File: config.mk
export PLATFORM = sky130hd
export DESIGN_NAME = bcd_timer_counter_n_flat
export DESIGN_NICKNAME = d
export VERILOG_FILES = /design/src/rtl/bcd_timer_counter_n_if.sv /design/src/rtl/bcd_timer_counter_n.sv /design/src/flat_wrapper.sv
export SDC_FILE = /design/constraint.sdc
export NUM_CORES = 1
export LEC_CHECK = 0
export CAP_MARGIN = 0
export CORE_MARGIN = 10
export CORE_UTILIZATION = 40
export CTS_CLUSTER_SIZE = 8
export DETAILED_ROUTE_END_ITERATION = 12
export GPL_ROUTABILITY_DRIVEN = 0
export SKIP_LAST_GASP = 1
export SLEW_MARGIN = 40
export SYNTH_ARGS = -nofsm -noshare
export SYNTH_HDL_FRONTEND = slang
export SYNTH_SLANG_ARGS = --single-unit
export TNS_END_PERCENT = 30
File: constraint.sdc
create_clock -name clk -period 3.14 [get_ports clk]
set_input_delay 0.628 -clock clk [delete_from_list [all_inputs] [get_ports clk]]
set_output_delay 0.628 -clock clk [all_outputs]
set_load 0.02 [all_outputs]
File: src/rtl/bcd_timer_counter_n_if.sv
// Pin bundle for the BCD timer/counter: button/control inputs and display/status outputs.
// The master drives the controls; the slave is the timer itself.
interface bcd_timer_counter_n_if #(
    parameter int DIGITS = 4
);
    logic                  inv;
    logic                  mode_btn;
    logic                  start_btn;
    logic                  stop_btn;
    logic                  dir;
    logic                  load;
    logic [4*DIGITS-1:0]   load_val;
    logic [4*DIGITS-1:0]   count_bcd;
    logic [7:0]            segment;
    logic [DIGITS-1:0]     digit;
    logic                  running;
    logic                  done;
    logic                  wrap;

    modport master (
        output inv, mode_btn, start_btn, stop_btn, dir, load, load_val,
        input  count_bcd, segment, digit, running, done, wrap
    );

    modport slave (
        input  inv, mode_btn, start_btn, stop_btn, dir, load, load_val,
        output count_bcd, segment, digit, running, done, wrap
    );
endinterface

File: src/rtl/bcd_timer_counter_n.sv
// N-digit synchronous BCD timer/counter with debounced buttons, up/down stepping,
// preload, countdown-done and a multiplexed 7-segment display with blink and polarity control.
module bcd_timer_counter_n #(
    parameter int DIGITS   = 4,
    parameter int CLK_HZ   = 1000,
    parameter int TICK_HZ  = 1,
    parameter int SCAN_DIV = 1,
    parameter int DEB_LEN  = 8
) (
    input  logic                  clk,
    input  logic                  rst,
    bcd_timer_counter_n_if.slave  bus
);
    localparam int CW     = 4 * DIGITS;
    localparam int PERIOD = CLK_HZ / TICK_HZ;
    localparam int HALF   = CLK_HZ / (2 * TICK_HZ);
    localparam int DIV_W  = (PERIOD > 1)   ? $clog2(PERIOD)   : 1;
    localparam int SCAN_W = (SCAN_DIV > 1) ? $clog2(SCAN_DIV) : 1;
    localparam int IDX_W  = (DIGITS > 1)   ? $clog2(DIGITS)   : 1;
    localparam int DEB_W  = (DEB_LEN > 1)  ? $clog2(DEB_LEN)  : 1;

    typedef enum logic [1:0] {IDLE = 2'd0, RUN = 2'd1, PAUSE = 2'd2, DONE = 2'd3} state_t;

    function automatic logic [CW-1:0] bcd_step(input logic [CW-1:0] val, input logic down);
        logic [CW-1:0] res;
        logic          carry;
        logic [3:0]    nib;
        res   = val;
        carry = 1'b1;
        for (int i = 0; i < DIGITS; i++) begin
            nib = val[4*i +: 4];
            if (carry && down) begin
                res[4*i +: 4] = (nib == 4'd0) ? 4'd9 : nib - 4'd1;
                carry         = (nib == 4'd0);
            end else if (carry) begin
                res[4*i +: 4] = (nib == 4'd9) ? 4'd0 : nib + 4'd1;
                carry         = (nib == 4'd9);
            end else begin
                res[4*i +: 4] = nib;
            end
        end
        return res;
    endfunction

    function automatic logic [CW-1:0] bcd_clamp(input logic [CW-1:0] val);
        logic [CW-1:0] res;
        for (int i = 0; i < DIGITS; i++) begin
            res[4*i +: 4] = (val[4*i +: 4] > 4'd9) ? 4'd9 : val[4*i +: 4];
        end
        return res;
    endfunction

    function automatic logic bcd_all_nines(input logic [CW-1:0] val);
        logic res;
        res = 1'b1;
        for (int i = 0; i < DIGITS; i++) begin
            res = res & (val[4*i +: 4] == 4'd9);
        end
        return res;
    endfunction

    function automatic logic [7:0] seg7(input logic [3:0] nib);
        case (nib)
            4'd0:    return 8'h3F;
            4'd1:    return 8'h06;
            4'd2:    return 8'h5B;
            4'd3:    return 8'h4F;
            4'd4:    return 8'h66;
            4'd5:    return 8'h6D;
            4'd6:    return 8'h7D;
            4'd7:    return 8'h07;
            4'd8:    return 8'h7F;
            4'd9:    return 8'h6F;
            default: return 8'h00;
        endcase
    endfunction

    // index 0 = start, 1 = stop, 2 = mode
    logic [2:0]       btn_raw_s;
    logic [2:0]       sync1_r, sync2_r, deb_r, rise_r;
    logic [DEB_W-1:0] deb_cnt_r [3];

    state_t           state_r, state_n;
    logic [CW-1:0]    count_r, count_n;
    logic             mode_r, mode_n;
    logic             wrap_r, wrap_n;
    logic             running_r, done_r;
    logic             enter_run_s;

    logic [DIV_W-1:0] div_r;
    logic             phase_r;
    logic             tick_s;

    logic [SCAN_W-1:0] scan_cnt_r;
    logic [IDX_W-1:0]  idx_r;
    logic [3:0]        nib_s;
    logic              blank_s;
    logic [7:0]        seg_raw_r;
    logic [DIGITS-1:0] dig_raw_r;

    logic [CW-1:0]    stepped_s;
    logic             wrap_s;

    assign btn_raw_s = {bus.mode_btn, bus.stop_btn, bus.start_btn};
    assign stepped_s = bcd_step(count_r, bus.dir);
    assign wrap_s    = bus.dir ? (count_r == '0) : bcd_all_nines(count_r);
    assign tick_s    = (div_r == DIV_W'(PERIOD - 1));

    // Button synchroniser, debounce and one-cycle rising-edge pulse.
    always_ff @(posedge clk or negedge rst) begin
        if (!rst) begin
            sync1_r <= 3'b000;
            sync2_r <= 3'b000;
            deb_r   <= 3'b000;
            rise_r  <= 3'b000;
            for (int i = 0; i < 3; i++) deb_cnt_r[i] <= '0;
        end else begin
            sync1_r <= btn_raw_s;
            sync2_r <= sync1_r;
            for (int i = 0; i < 3; i++) begin
                rise_r[i] <= 1'b0;
                if (sync2_r[i] == deb_r[i]) begin
                    deb_cnt_r[i] <= '0;
                end else if (deb_cnt_r[i] == DEB_W'(DEB_LEN - 1)) begin
                    deb_r[i]     <= sync2_r[i];
                    deb_cnt_r[i] <= '0;
                    rise_r[i]    <= sync2_r[i];
                end else begin
                    deb_cnt_r[i] <= deb_cnt_r[i] + DEB_W'(1);
                end
            end
        end
    end

    // FSM state register.
    always_ff @(posedge clk or negedge rst) begin
        if (!rst) state_r <= IDLE;
        else      state_r <= state_n;
    end

    // Next state, count, mode and wrap; stop > start > mode > load each cycle.
    always_comb begin
        state_n     = state_r;
        count_n     = count_r;
        mode_n      = mode_r;
        wrap_n      = 1'b0;
        enter_run_s = 1'b0;
        case (state_r)
            IDLE: begin
                if (rise_r[1]) begin
                    state_n = IDLE;
                end else if (rise_r[0] && mode_r) begin
                    state_n     = RUN;
                    enter_run_s = 1'b1;
                end else if (rise_r[0]) begin
                    count_n = stepped_s;
                    wrap_n  = wrap_s;
                end else if (rise_r[2]) begin
                    mode_n = ~mode_r;
                end else if (bus.load) begin
                    count_n = bcd_clamp(bus.load_val);
                end else begin
                    state_n = IDLE;
                end
            end
            RUN: begin
                if (rise_r[1]) begin
                    state_n = PAUSE;
                end else if (tick_s && bus.dir && (count_r == '0)) begin
                    state_n = DONE;
                end else if (tick_s) begin
                    count_n = stepped_s;
                    wrap_n  = wrap_s;
                    state_n = (bus.dir && (stepped_s == '0)) ? DONE : RUN;
                end else begin
                    state_n = RUN;
                end
            end
            PAUSE: begin
                if (rise_r[1]) begin
                    state_n = IDLE;
                end else if (rise_r[0]) begin
                    state_n     = RUN;
                    enter_run_s = 1'b1;
                end else if (bus.load) begin
                    count_n = bcd_clamp(bus.load_val);
                end else begin
                    state_n = PAUSE;
                end
            end
            DONE: begin
                if (rise_r[1] || rise_r[0]) begin
                    state_n = IDLE;
                end else if (bus.load) begin
                    count_n = bcd_clamp(bus.load_val);
                    state_n = IDLE;
                end else begin
                    state_n = DONE;
                end
            end
            default: begin
                state_n = IDLE;
            end
        endcase
    end

    // Count, mode and status registers.
    always_ff @(posedge clk or negedge rst) begin
        if (!rst) begin
            count_r   <= '0;
            mode_r    <= 1'b0;
            wrap_r    <= 1'b0;
            running_r <= 1'b0;
            done_r    <= 1'b0;
        end else begin
            count_r   <= count_n;
            mode_r    <= mode_n;
            wrap_r    <= wrap_n;
            running_r <= (state_n == RUN);
            done_r    <= (state_n == DONE);
        end
    end

    // Tick divider and blink phase; restarted on every entry to RUN so the first step is a full period away.
    always_ff @(posedge clk or negedge rst) begin
        if (!rst) begin
            div_r   <= '0;
            phase_r <= 1'b0;
        end else if (enter_run_s) begin
            div_r   <= '0;
            phase_r <= 1'b0;
        end else if (tick_s) begin
            div_r   <= '0;
            phase_r <= ~phase_r;
        end else begin
            div_r   <= div_r + DIV_W'(1);
            phase_r <= (div_r == DIV_W'(HALF - 1)) ? ~phase_r : phase_r;
        end
    end

    assign nib_s   = 4'(count_r >> {idx_r, 2'b00});
    assign blank_s = ((state_r == PAUSE) || (state_r == DONE)) && !phase_r;

    // Display scan: digit enable and segment pattern registered together.
    always_ff @(posedge clk or negedge rst) begin
        if (!rst) begin
            scan_cnt_r <= '0;
            idx_r      <= '0;
            seg_raw_r  <= 8'h3F;
            dig_raw_r  <= DIGITS'(1);
        end else begin
            if (scan_cnt_r == SCAN_W'(SCAN_DIV - 1)) begin
                scan_cnt_r <= '0;
                idx_r      <= (idx_r == IDX_W'(DIGITS - 1)) ? '0 : idx_r + IDX_W'(1);
            end else begin
                scan_cnt_r <= scan_cnt_r + SCAN_W'(1);
            end
            seg_raw_r <= blank_s ? 8'h00 : seg7(nib_s);
            dig_raw_r <= DIGITS'(1) << idx_r;
        end
    end

    assign bus.count_bcd = count_r;
    assign bus.segment   = seg_raw_r ^ {8{bus.inv}};
    assign bus.digit     = dig_raw_r ^ {DIGITS{bus.inv}};
    assign bus.running   = running_r;
    assign bus.done      = done_r;
    assign bus.wrap      = wrap_r;
endmodule
File: src/flat_wrapper.sv
// flat-port wrapper written by rule: the top's interface ports become plain ports
module bcd_timer_counter_n_flat 
#(
    parameter int DIGITS   = 4,
    parameter int CLK_HZ   = 1000,
    parameter int TICK_HZ  = 1,
    parameter int SCAN_DIV = 1,
    parameter int DEB_LEN  = 8
)
  (clk, rst, bus_inv, bus_mode_btn, bus_start_btn, bus_stop_btn, bus_dir, bus_load, bus_load_val, bus_count_bcd, bus_segment, bus_digit, bus_running, bus_done, bus_wrap);
  bcd_timer_counter_n_if #(.DIGITS(DIGITS)) bus_i ();
  input  logic clk;
  input  logic rst;
  input wire logic [$bits(bus_i.inv)-1:0] bus_inv;
  input wire logic [$bits(bus_i.mode_btn)-1:0] bus_mode_btn;
  input wire logic [$bits(bus_i.start_btn)-1:0] bus_start_btn;
  input wire logic [$bits(bus_i.stop_btn)-1:0] bus_stop_btn;
  input wire logic [$bits(bus_i.dir)-1:0] bus_dir;
  input wire logic [$bits(bus_i.load)-1:0] bus_load;
  input wire logic [$bits(bus_i.load_val)-1:0] bus_load_val;
  output wire logic [$bits(bus_i.count_bcd)-1:0] bus_count_bcd;
  output wire logic [$bits(bus_i.segment)-1:0] bus_segment;
  output wire logic [$bits(bus_i.digit)-1:0] bus_digit;
  output wire logic [$bits(bus_i.running)-1:0] bus_running;
  output wire logic [$bits(bus_i.done)-1:0] bus_done;
  output wire logic [$bits(bus_i.wrap)-1:0] bus_wrap;
  assign bus_i.inv = bus_inv;
  assign bus_i.mode_btn = bus_mode_btn;
  assign bus_i.start_btn = bus_start_btn;
  assign bus_i.stop_btn = bus_stop_btn;
  assign bus_i.dir = bus_dir;
  assign bus_i.load = bus_load;
  assign bus_i.load_val = bus_load_val;
  assign bus_count_bcd = bus_i.count_bcd;
  assign bus_segment = bus_i.segment;
  assign bus_digit = bus_i.digit;
  assign bus_running = bus_i.running;
  assign bus_done = bus_i.done;
  assign bus_wrap = bus_i.wrap;
  bcd_timer_counter_n #(.DIGITS(DIGITS), .CLK_HZ(CLK_HZ), .TICK_HZ(TICK_HZ), .SCAN_DIV(SCAN_DIV), .DEB_LEN(DEB_LEN)) u_core (.clk(clk), .rst(rst), .bus(bus_i));
endmodule
# Yosys cells after proc, flatten, opt, wreduce, memory -nomap -nowiden
# Memory sizes are Yosys's and may differ from the RTL's.
# Index checks and enable logic that the tools add are counted.
# totals
register_bits	69
mem_bits_ro	112
inputBits	24
mem_count	1
# mem_list
memory	depth	word_bits	read_ports	rd_ports_with_merged_regs	write_ports	line_no	text
(name not given)	16	7	1	0	0	bcd_timer_counter_n.sv:63	case (nib)
# op_classes
n_addsub	14
order_cmp	4
n_eq_ne	27
shift	2
mux	84
n_bitwise	13
reduce_logical	24
# op_table
op	count
16-bit 2-to-1 mux	11
4-bit 2-to-1 mux	19
16-bit case mux with 4 select lines	1
16-bit logical NOT	2
2-bit 2-to-1 mux	15
1-bit 2-to-1 mux	26
10-bit 2-to-1 mux	2
3-bit 2-to-1 mux	6
4-bit by 1-bit adder with 4-bit output (second input constant)	4
4-bit == test (second input constant)	4
4-bit greater-than comparator (second input constant)	4
4-bit logical NOT	4
16-bit by 4-bit right shift with 4-bit output	1
4-bit by 1-bit subtractor with 4-bit output (second input constant)	4
2-bit inequality test (second input constant)	7
10-bit by 1-bit adder with 10-bit output (second input constant)	1
10-bit == test (second input constant)	1
10-bit by 9-bit == test with 1-bit output (second input constant)	1
3-bit by 1-bit adder with 3-bit output (second input constant)	3
3-bit == test (second input constant)	3
9-bit AND reduction	1
2-bit == test (second input constant)	4
1-bit logical AND	8
8-bit 2-to-1 mux	1
19 further kinds	35

# Longest topological paths before layout
# logic_depth
depth_word	16
mapped_depth	10
depth_no_buf	8

# Worst setup path before layout
# Ideal clock, no wire load.
# synth_timing
path_type	input to register
start	input port bus_dir
end	register u_core.done_r (netlist: u_core.bus.done)
arrival_time_ps	2695
slack_ps	312
stages	7
path_buffers	0
path_cell_list	or4b_1 or4b_4 nand4_1 or4b_1 a31o_1 a31oi_2 nor4bb_1
# synth_between
elab_chain_len	15
# synth_rtl
element	line_no	text
start: declaration	flat_wrapper.sv:18	input wire logic [$bits(bus_i.dir)-1:0] bus_dir;
1-bit 2-to-1 mux	bcd_timer_counter_n.sv:32	if (carry && down) begin
1-bit 2-to-1 mux or 1-bit logical AND (tied branches)	bcd_timer_counter_n.sv:35, bcd_timer_counter_n.sv:32	
1-bit 2-to-1 mux	bcd_timer_counter_n.sv:32	
1-bit 2-to-1 mux or 1-bit logical AND (tied branches)	bcd_timer_counter_n.sv:35, bcd_timer_counter_n.sv:32	
1-bit 2-to-1 mux	bcd_timer_counter_n.sv:32	
4-bit 2-to-1 mux or 1-bit logical AND (tied branches)	bcd_timer_counter_n.sv:35, bcd_timer_counter_n.sv:32	
4-bit 2-to-1 mux	bcd_timer_counter_n.sv:32	
16-bit logical NOT	bcd_timer_counter_n.sv:174	state_n = (bus.dir && (stepped_s == '0)) ? DONE : RUN;
1-bit logical AND	bcd_timer_counter_n.sv:174	
2-bit 2-to-1 mux	bcd_timer_counter_n.sv:174	
2-bit 2-to-1 mux	bcd_timer_counter_n.sv:171	end else if (tick_s) begin
2-bit 2-to-1 mux (*)	bcd_timer_counter_n.sv:169	end else if (tick_s && bus.dir && (count_r == '0)) begin
2-bit 2-to-1 mux (*)	bcd_timer_counter_n.sv:167	if (rise_r[1]) begin
2-bit case mux with 4 select lines (*)	bcd_timer_counter_n.sv:148	case (state_r)
2-bit == test (*)	bcd_timer_counter_n.sv:220	done_r <= (state_n == DONE);
end signal: assignment	bcd_timer_counter_n.sv:220	
end: declaration	bcd_timer_counter_n.sv:87	logic running_r, done_r;
# Every way passes the cells marked *; elsewhere a longest branch is shown, timed or not.
# A chain may end at the register's enable or synchronous reset.

# Worst setup path in the final report
# layout_timing
start	input port bus_dir
end	register u_core.running_r (netlist: u_core.bus.running)
# layout_between
elab_chain_len	15
# layout_rtl
element	line_no	text
1-bit 2-to-1 mux	bcd_timer_counter_n.sv:32	
1-bit 2-to-1 mux or 1-bit logical AND (tied branches)	bcd_timer_counter_n.sv:35, bcd_timer_counter_n.sv:32	
1-bit 2-to-1 mux	bcd_timer_counter_n.sv:32	
1-bit 2-to-1 mux or 1-bit logical AND (tied branches)	bcd_timer_counter_n.sv:35, bcd_timer_counter_n.sv:32	
1-bit 2-to-1 mux	bcd_timer_counter_n.sv:32	
4-bit 2-to-1 mux or 1-bit logical AND (tied branches)	bcd_timer_counter_n.sv:35, bcd_timer_counter_n.sv:32	
4-bit 2-to-1 mux	bcd_timer_counter_n.sv:32	
16-bit logical NOT	bcd_timer_counter_n.sv:174	
1-bit logical AND	bcd_timer_counter_n.sv:174	
2-bit 2-to-1 mux	bcd_timer_counter_n.sv:174	
2-bit 2-to-1 mux	bcd_timer_counter_n.sv:171	
2-bit 2-to-1 mux (*)	bcd_timer_counter_n.sv:169	
2-bit 2-to-1 mux (*)	bcd_timer_counter_n.sv:167	
2-bit case mux with 4 select lines (*)	bcd_timer_counter_n.sv:148	
2-bit by 1-bit == test with 1-bit output (*)	bcd_timer_counter_n.sv:219	running_r <= (state_n == RUN);
end signal: assignment	bcd_timer_counter_n.sv:219	
end: declaration	bcd_timer_counter_n.sv:87	
# Marks and branches as above.

==> summary.md <==
| Metric | Value |
|---|---|
| Root Buffer | clkbuf_8 |
| Crit share post-route | 95.9% |
| Global-route wire length before repair | roughly 18 mm |
| Outcome | completed |
| Max cap viols | 0 |
| Die height | about 120 um |
| Setup-failing EPs final | 0 |
| Row count | 37 |
| Worst setup SP type | primary input |
| Per-cell routed wire length | between 15 and 20 um |
| Top-area cell type share of the netlist area | around 36% |
| Vias | around 3800 |
| Post-Syn Area | 0.00422 mm^2 |
| Avg Vias per Cell | ~5.5 |
| Area grow syn2layout | 26.7% |
| Die width | ~120 um |
| Synth warnings | 0 |
| Share of layout cells above drive strength 1 | ~14% |
| FFs w/ async S/R, synth | 100% |
| Worst Max-Slew Pin Slew | roughly 0.63 ns |
| F_max | 332 MHz |
| CTS Buf Count | 9 |
| Aggregate global routing overflow | 0 |
| Drt total wl | roughly 11 mm |
| Final hold vios | 0 |
| Syn_nets | 521 |
| P per Cell Area | approximately 560 mW/mm^2 |
| Post-layout instance count excluding filler cells | 693 |
| Buffers added on ports | 54 |
| Detailed placement HPWL | approximately 7.9 mm |
| CP top delay family | simple AND/OR/NAND/NOR gates |
| WS Path Type | primary input to register |
| Setup WS pre-CTS | -0.276 ns |
| # DRC | 0 |
| Mapped Cells | approximately 480 |
| Critical-path maximum fanout | 3 |
| Fillcell total | around 1000 |
| Hold-fix buffers at CTS | 0 |
| Max-slew headroom | between 50% and 60% |
| CP Capture Type | register |
| Number of global-route vias before repair | approximately 3700 |
| Number of nets still failing antenna checks after routing | 0 |
| H-tree Lvls | 3 |
| HP Class | primary input to asynchronous set/reset pin |
| Pin count of the biggest net entering global routing | ~70 |
| Placed insts | approximately 680 |
| Syn_area_per_cell | 8.75 um^2 |
| Global Route Usage Sum | between 10% and 20% |
| Worst-path cell chain | clkdlybuf4s50_1 -> or4b_1 -> or4b_4 -> nand4_1 -> or4b_1 -> a31o_1 -> a31oi_2 -> a21o_1 |
| Clk_skew | 0.0124 ns |
| Worst-skew pair later-pin latency | around 0.35 ns |
| Synth Flop Type | dfrtp_1 |
| Synth area leader | dfrtp_1 |
| EDFF count, synth | 0 |
| TritonCTS clock tree | yes |
| Yosys reg bits | 67 |
| Ports | 55 |
| Reg clk slew, reported paths | roughly 0.080 ns |
| Sequential area share after synthesis | about two fifths |
| Number of distinct library cells after synthesis | 66 |
| R2r setup slk | around 0.38 ns |
| Delay of the slowest critical-path stage | just under 0.6 ns |
| CP arrival | around 3.3 ns |
| Final Net Count | between 500 and 600 |
| First DRT Iteration DRCs | about 260 |
| DRT Pass-1 Iters | 4 |
| Leakage | between 2 and 2.5 nW |
| Post-layout min period | 3.01 ns |
| Setup repair after global routing missed its margin | no |
| Most used cell, CP | or4b_1 |
| Clk sinks | 67 |
| Initial antenna violation count | 0 |
| Core area | 0.0103 mm^2 |
| Synth area leaders | dfrtp_1, nor2_1, xor2_1 |
| CP bufs+invs | 1 |
| CP Data Required Time | 3.42 ns |
| Die footprint | 0.0150 mm^2 |
| Final worst setup slack | approximately 0.13 ns |
| N_diodes | 0 |
| Max Slew Vio Count | 0 |
| Setup Buffers After CTS | 0 |
| Starting Density | about two fifths |
| Slowest library cell on the worst path | or4b_1 |
| Clk buf depth | 2 |
| Worst VDD drop | about 0.00026 V |
==> stage by stage <==
stage          util [%]  cell area (um^2)  TNS [ns]  total power [mW]  hold slack (ns)
2_1_floorplan         -              4220         0              1.83            0.331
3_3_place_gp       49.6              5100    -0.575              2.17            0.333
3_5_place_dp       49.6              5100    -0.957              2.20            0.335
4_1_cts            51.9              5330         0              3.04            0.298
5_1_grt            51.9              5340         0              3.22            0.304
6_report           51.9              5340         0              3.01            0.289
==> layout by cell type, fill, tap and decap left out, types with 4 or more instances in the layout <==
master,synthesis,final
a31oi_1,7,7
nor3b_1,9,9
clkbuf_8,0,11
a211oi_1,5,5
nor2_1,52,52
mux4_2,4,4
nor3_1,7,7
nand3_1,15,15
dfrtp_1,60,60
clkdlybuf4s50_1,0,53
nor2b_1,5,5
nand2_1,37,37
o21a_1,5,5
or3_1,4,4
nand4_1,8,8
xor2_1,22,22
o21ai_0,31,30
buf_4,1,40
xnor2_1,4,4
and3_1,4,4
dfstp_2,7,7
o211ai_1,4,4
nor4_1,4,4
a21oi_1,36,36
nand2b_1,5,5
ha_1,15,15
o22ai_1,9,9
and2_1,10,10
inv_1,21,21
==> final cells by class <==
class	count	area, um^2	share of cell area, %
Timing Repair Buffer	95	856	16.0
Sequential cell	67	1690	31.6
Multi-Input combinational cell	358	2320	43.5
Tap cell	136	170	3.19
Clock inverter	4	72.6	1.36
Inverter	21	78.8	1.48
Clock buffer	12	155	2.91
==> worst reg2reg max path: stages (launching register included) <==
cell     delay (ns)
dfrtp_1        0.46
or4b_1         0.58
or4b_4         0.56
nand4_1        0.10
or4b_1         0.44
a31o_1         0.21
a31oi_2        0.20
a21o_1         0.16
==> worst paths after layout <==
kind,from,end,depth (start not counted)
setup / recovery,bus_dir,u_core.bus.running,8
hold / removal,rst,u_core.div_r[5],2
setup reg to reg,u_core.bus.count_bcd[1],u_core.bus.running,7
hold reg to reg,u_core.sync1_r[2],u_core.sync2_r[2],0
max in group asynchronous,rst,u_core.dig_raw_r[0],2
min in group clk,u_core.sync1_r[2],u_core.sync2_r[2],0
==> routing by layer <==
layer  GRT usage [%]  wire [um]
met5               0          0
met4            5.52        153
met3            3.26        565
met2            24.0       5120
met1            18.9       4990
==> kinds of logic (layout without fill, tap and decap cells) <==
family | count (synthesis) | count (layout) | synth area share [%]
AOI/OAI and AO/OA | 135 | 135 | 20.7
xor gates and xnor gates | 26 | 26 | 5.40
adders and majority gates | 15 | 15 | 4.45
buffers and inverters | 57 | 132 | 5.17
DFF | 67 | 67 | 40.0
muxes | 5 | 5 | 2.40
and+or+nand+nor | 177 | 177 | 21.9
==> Yosys cell counts, types with 7 or more instances <==
| cell | number |
|---|---|
| dfrtp_1 | 60 |
| nor2_1 | 52 |
| xor2_1 | 22 |
| nor3_1 | 7 |
| inv_1 | 21 |
| o21ai_0 | 31 |
| nor3b_1 | 9 |
| a31oi_1 | 7 |
| and2_1 | 10 |
| nand3_1 | 15 |
| nand4_1 | 8 |
| a21oi_1 | 36 |
| nand2_1 | 37 |
| clkbuf_1 | 33 |
| o22ai_1 | 9 |
| ha_1 | 15 |
| dfstp_2 | 7 |
==> flip-flops by register name, summed over array words and instances, names as in the netlist <==
| signal | count |
|---|---|
| u_core.bus.wrap | 1 |
| u_core.sync2_r | 3 |
| u_core.rise_r | 3 |
| u_core.bus.done | 1 |
| u_core.sync1_r | 3 |
| u_core.mode_r | 1 |
| u_core.deb_cnt_r | 9 |
| u_core.state_r | 2 |
| u_core.dig_raw_r | 4 |
| u_core.bus.running | 1 |
| u_core.deb_r | 3 |
| u_core.phase_r | 1 |
| u_core.div_r | 10 |
| u_core.idx_r | 2 |
| u_core.bus.count_bcd | 16 |
| u_core.seg_raw_r | 7 |
==> where the power goes <==
group / internal [mW] / switching [mW]
Sequential: 1.05 / 0.166
Combinational: 0.458 / 0.512
Clock: 0.490 / 0.338
==> timing repair <==
item                                    in CTS  in global routing
endpoints found under the setup margin       0                  1
gates resized for setup                      0                  1
endpoints found under the hold margin        0                  0
No activity file was read; power rests on OpenSTA's default activity.
